--- config.mk ---
export PLATFORM = sky130hd
export DESIGN_NAME = timer_ctrl
export DESIGN_NICKNAME = d
export VERILOG_FILES = /design/src/rtl/timer_ctrl.sv
export SDC_FILE = /design/constraint.sdc
export NUM_CORES = 1
export LEC_CHECK = 0
export ABC_AREA = 1
export CORE_MARGIN = 2
export CORE_UTILIZATION = 54
export DETAILED_ROUTE_END_ITERATION = 6
export MAX_ROUTING_LAYER = met4
export PLACE_DENSITY = 0.83
export SLEW_MARGIN = 20
export SYNTH_ARGS = -nofsm -noshare
export SYNTH_HDL_FRONTEND = slang
export SYNTH_SLANG_ARGS = --single-unit
--- constraint.sdc ---
create_clock -name clk -period 3.2 [get_ports clk]
set_input_delay 0.96 -clock clk [delete_from_list [all_inputs] [get_ports clk]]
set_output_delay 0.96 -clock clk [all_outputs]
set_load 0.01 [all_outputs]
--- src/rtl/timer_ctrl.sv ---
// Control FSM for an MM:SS countdown timer: BCD preset entry, run/pause,
// and a tick-timed alarm window after expiry.
module timer_ctrl #(
  parameter int ALARM_TICKS = 10
) (
  input  logic        clk,
  input  logic        reset,
  input  logic        start,
  input  logic        increase,
  input  logic        mode,
  input  logic        tick,
  input  logic        count_zero,
  output logic [15:0] preset,
  output logic        load,
  output logic        dec_en,
  output logic        alarm,
  output logic [2:0]  state
);

  localparam int CW = $clog2(ALARM_TICKS + 1);
  localparam logic [CW-1:0] LAST_TICK = CW'(ALARM_TICKS - 1);

  typedef enum logic [2:0] {
    IDLE    = 3'd0,
    SET     = 3'd1,
    RUN     = 3'd2,
    PAUSE   = 3'd3,
    EXPIRED = 3'd4
  } state_t;

  logic [2:0]    state_reg;
  logic [CW-1:0] alarm_cnt;

  // One-second increment of a BCD MM:SS value; 59:59 rolls over to 00:00.
  function automatic logic [15:0] bcd_inc(input logic [15:0] v);
    logic [3:0] m1, m0, s1, s0;
    {m1, m0, s1, s0} = v;
    if (s0 != 4'd9) begin
      s0 = s0 + 4'd1;
    end else begin
      s0 = 4'd0;
      if (s1 != 4'd5) begin
        s1 = s1 + 4'd1;
      end else begin
        s1 = 4'd0;
        if (m0 != 4'd9) begin
          m0 = m0 + 4'd1;
        end else begin
          m0 = 4'd0;
          m1 = (m1 != 4'd5) ? m1 + 4'd1 : 4'd0;
        end
      end
    end
    return {m1, m0, s1, s0};
  endfunction

  always_ff @(posedge clk or negedge reset) begin
    if (!reset) begin
      state_reg <= IDLE;
      preset    <= 16'h0000;
      load      <= 1'b0;
      alarm     <= 1'b0;
      alarm_cnt <= '0;
    end else begin
      // load and alarm are rebuilt every cycle so they cannot linger.
      load  <= 1'b0;
      alarm <= 1'b0;
      case (state_reg)
        IDLE: begin
          if (mode) begin
            state_reg <= SET;
          end else if (start && (preset != 16'h0000)) begin
            state_reg <= RUN;
            load      <= 1'b1;
          end
        end
        SET: begin
          if (increase) preset <= bcd_inc(preset);
          if (!mode) state_reg <= IDLE;
        end
        RUN: begin
          if (count_zero) begin
            state_reg <= EXPIRED;
            alarm     <= 1'b1;
            alarm_cnt <= '0;
          end else if (start) begin
            state_reg <= PAUSE;
          end
        end
        PAUSE: begin
          if (mode) begin
            state_reg <= SET;
          end else if (start) begin
            state_reg <= RUN;
          end
        end
        EXPIRED: begin
          if (start || (tick && (alarm_cnt == LAST_TICK))) begin
            state_reg <= IDLE;
            alarm_cnt <= '0;
          end else begin
            alarm <= 1'b1;
            // Exit happens at LAST_TICK, so the counter never reaches wrap.
            if (tick) alarm_cnt <= alarm_cnt + 1'b1;
          end
        end
        default: state_reg <= IDLE;
      endcase
    end
  end

  assign state  = state_reg;
  assign dec_en = (state_reg == RUN) & tick & ~count_zero;

endmodule

==> impl_metrics.py, run 1 <==
metrics = {
    "status": {
        "status": "completed",
    },
    "worst_setup_path": {
        "arrival_ns": 1.82,
        "critical_path_class": "in -> out",
        "cpMaxStageDelayCell": "clkdlybuf4s50_1",
        "startpoint_type": "primary input",
        "worstPathCellList": "clkdlybuf4s50_1 > inv_1 > nand2_1 > nor2_1 > dlymetal6s2s_1",
        "required_ns": 2.24,
        "max_stage_delay_ns": 0.51,
        "crit_path_end_kind": "output pin",
        "cp_max_fo": 3,
    },
    "floorplanning": {
        "core-area_sq_um": 2500,
        "rows": 18,
        "top_level_ports": 29,
        "die_h_um": 55.37,
        "dieArea_sq_um": 3066,
        "start_util": 0.5701,
        "die_x_um": 55.37,
    },
    "logic_synthesis": {
        "synth.cell_area_sq_um": 1425,
        "synth_top_area_frac": 0.4390,
        "synth.area.top_cells": "dfrtp_1 44%, nand2_1 14%, nor2_1 6.8%",
        "synth_top_area_cell": "dfrtp_1",
        "yosys_warnings": 0,
        "synth-seq-area-share": 0.4390,
        "synth_seq_cells": 25,
        "syn_area_per_cell_sq_um": 7.461,
        "syn_nets": 200,
        "netlist_instances": 191,
        "yosys.cell_types.count": 25,
    },
    "sta": {
        "skew_ns": 0.005290,
        "worst_slew_pin_slew_ns": 0.3107,
        "min_period_ns": 2.778,
        "clock.fmax_mhz": 360.0,
        "setup_tns_ns": 0,
        "report.final.setup_viol": 0,
        "fin_crit_sh": 0.8681,
        "slew_viol_final": 0,
        "rsz0062_at_grt": "false",
        "maxSlewHeadroom": 0.7929,
        "finalHoldViolCount": 0,
    },
    "power": {
        "p_leak_nw": 0.8270,
        "irDropWorstVdd_mv": 0.4267,
        "power_density_nw_per_um2": 678.8,
        "p_total_mw": 1.204,
    },
    "clocking": {
        "ctsHoldBuffers": 0,
        "clock_sinks": 25,
        "cts_buffer_depth": 2,
        "cts.clk_slew.worst_paths_ns": 0.13,
        "clock-root-buffer": "clkbuf_4",
        "cts_tree": "yes",
        "cts_max_level": 1,
        "numCtsBuffers": 3,
        "clk_latency_ns": 0.31,
    },
    "route": {
        "via_count": 1332,
        "drt-pass1-iter-count": 4,
        "drt-initial-drc-count": 13,
        "drt_wl_total_mm": 2.834,
        "avgViaCountPerCell": 5.265,
        "drc": 0,
        "wire_per_inst_um": 11.20,
        "detail-route-antenna-nets": 0,
    },
    "min_path": {
        "hp-class": "reg -> reg",
    },
    "grt": {
        "grt_max_degree": 26,
        "overflow": 0,
        "use_met2": 0.3350,
        "grt_util_all_layers": 0.1985,
        "first_global_vias": 1214,
        "busiest_layer": "met2",
        "antenna_found_initial": 0,
        "gr-usage-met1": 0.2325,
        "grt_pass1_wl_mm": 4.823,
        "grt_use_met3": 0.03279,
    },
    "placed_design": {
        "dpl.hpwl_mm": 2.263,
        "place.gp.congestion": 0.8436,
        "port_buffers": 28,
    },
    "run": {
        "max-cap-violations": 0,
    },
    "finish": {
        "largest_register_ffs": 16,
        "antenna_cells": 0,
        "num-nets-final": 233,
        "drive_gt1_frac": 0.05830,
        "syn_to_final_growth_pct": 24.50,
    },
}
-- final cells by class --
type	count	area, sq um
Timing Repair Buffer	29	290.3
Tap cell	30	37.54
Multi-Input combinational cell	143	710.7
Sequential cell	25	625.6
Inverter	22	83.83
Clock buffer	4	26.28
Fill cell	194	725.7
-- cell families after synthesis --
| group | Yosys count | share of synthesized area |
|---|---|---|
| AOI/OAI and AO/OA | 22 | 0.07901 |
| xor gates and xnor gates | 10 | 0.06146 |
| DFF | 25 | 0.4390 |
| buffers and inverters | 23 | 0.06232 |
| adders and majority gates | 2 | 0.01756 |
| and+or+nand+nor | 109 | 0.3407 |
-- timing repair --
item	in CTS	in global routing
endpoints found under the setup margin	0	1
setup buffers	0	0
hold endpoints to repair	0	0
resized for setup	0	1
-- metrics by stage --
| step | util | hold WS (ns) | area, sq um | instances | setup slack [ns] |
|---|---|---|---|---|---|
| after global placement | 0.6982 | 0.5108 | 1745 | 249 | 0.07434 |
| after detailed placement | 0.6982 | 0.5199 | 1745 | 249 | 0.04291 |
| after floorplan | - | 0.5396 | 1425 | 191 | 0.9992 |
| after global routing | 0.7097 | 0.5572 | 1774 | 253 | 0.3704 |
| final | 0.7097 | 0.5372 | 1774 | 253 | 0.4220 |
| after CTS | 0.7087 | 0.5378 | 1772 | 253 | 0.03426 |
-- report_power, final --
| part | switching (mW) | internal [mW] |
|---|---|---|
| Combinational | 0.301 | 0.255 |
| Clock | 0.0889 | 0.0487 |
| Sequential | 0.114 | 0.397 |
| Total | 0.504 | 0.701 |
-- placed cells by master, fill, tap and decap left out --
cell             netlist  routed
clkbuf_1               0       1
nor2_4                 1       1
ha_1                   2       2
inv_1                 20      20
nor3_1                 6       6
buf_4                  0       1
and3_1                 1       1
nor2_1                26      26
xor2_1                 8       8
dfrtp_1               25      25
o211ai_1               1       1
dlymetal6s2s_1         0       1
nor3_4                 1       1
o21ai_0               15      15
nand2_1               52      52
inv_2                  1       1
nand3_2                1       1
nand3_1               14      14
xnor2_1                2       2
nor3_2                 1       1
nand3b_1               1       1
nand2_2                1       1
o21ai_1                3       3
a21oi_1                3       3
clkdlybuf4s50_1        0      27
clkinv_2               1       1
nand4_1                2       2
clkbuf_4               0       3
nor2_2                 2       2
-- worst max-delay path: cells and delay by family --
family                 cells  cell delay, ns
buffers and inverters      3            0.72
and+or+nand+nor            2            0.14
-- routing by layer --
layer | up-vias | wire length, um
met1 | 615 | 1278
met5 | - | 0
met3 | 9 | 121
met2 | 36 | 1363
li1 | 672 | -
met4 | 0 | 71
-- path summary, 6_finish.rpt --
| check | from | slack, ns | depth (start not counted) | to |
|---|---|---|---|---|
| max reg2reg | state[0] | 1.69 | 7 | state[0] |
| max | count_zero | 0.42 | 5 | dec_en |
| min in group asynchronous | reset | 0.98 | 2 | preset[6] |
| min reg2reg | preset[7] | 0.54 | 1 | preset[7] |
| max in group asynchronous | reset | 1.98 | 2 | state[2] |
| min | preset[7] | 0.54 | 1 | preset[7] |
-- synthesized netlist by cell type --
master / instances
nor3_4: 1
nor2_4: 1
nand3_2: 1
o21ai_0: 15
nand3_1: 14
dfrtp_1: 25
xor2_1: 8
clkbuf_2: 1
nor3_1: 6
a21oi_1: 3
nand3b_1: 1
inv_2: 1
and3_1: 1
nand2_2: 1
o21ai_1: 3
nor2_2: 2
o211ai_1: 1
nand2_1: 52
nor2_1: 26
nor3_2: 1
xnor2_1: 2
inv_1: 20
clkinv_2: 1
nand4_1: 2
ha_1: 2
Power figures use the tool's default switching activity.
==> inputs of run 2 (changes only) <==
CTS_CLUSTER_SIZE = 30   (was unset)
==> results of run 2 <==
Final layout, timing and power as in run 1 (identical DEF).
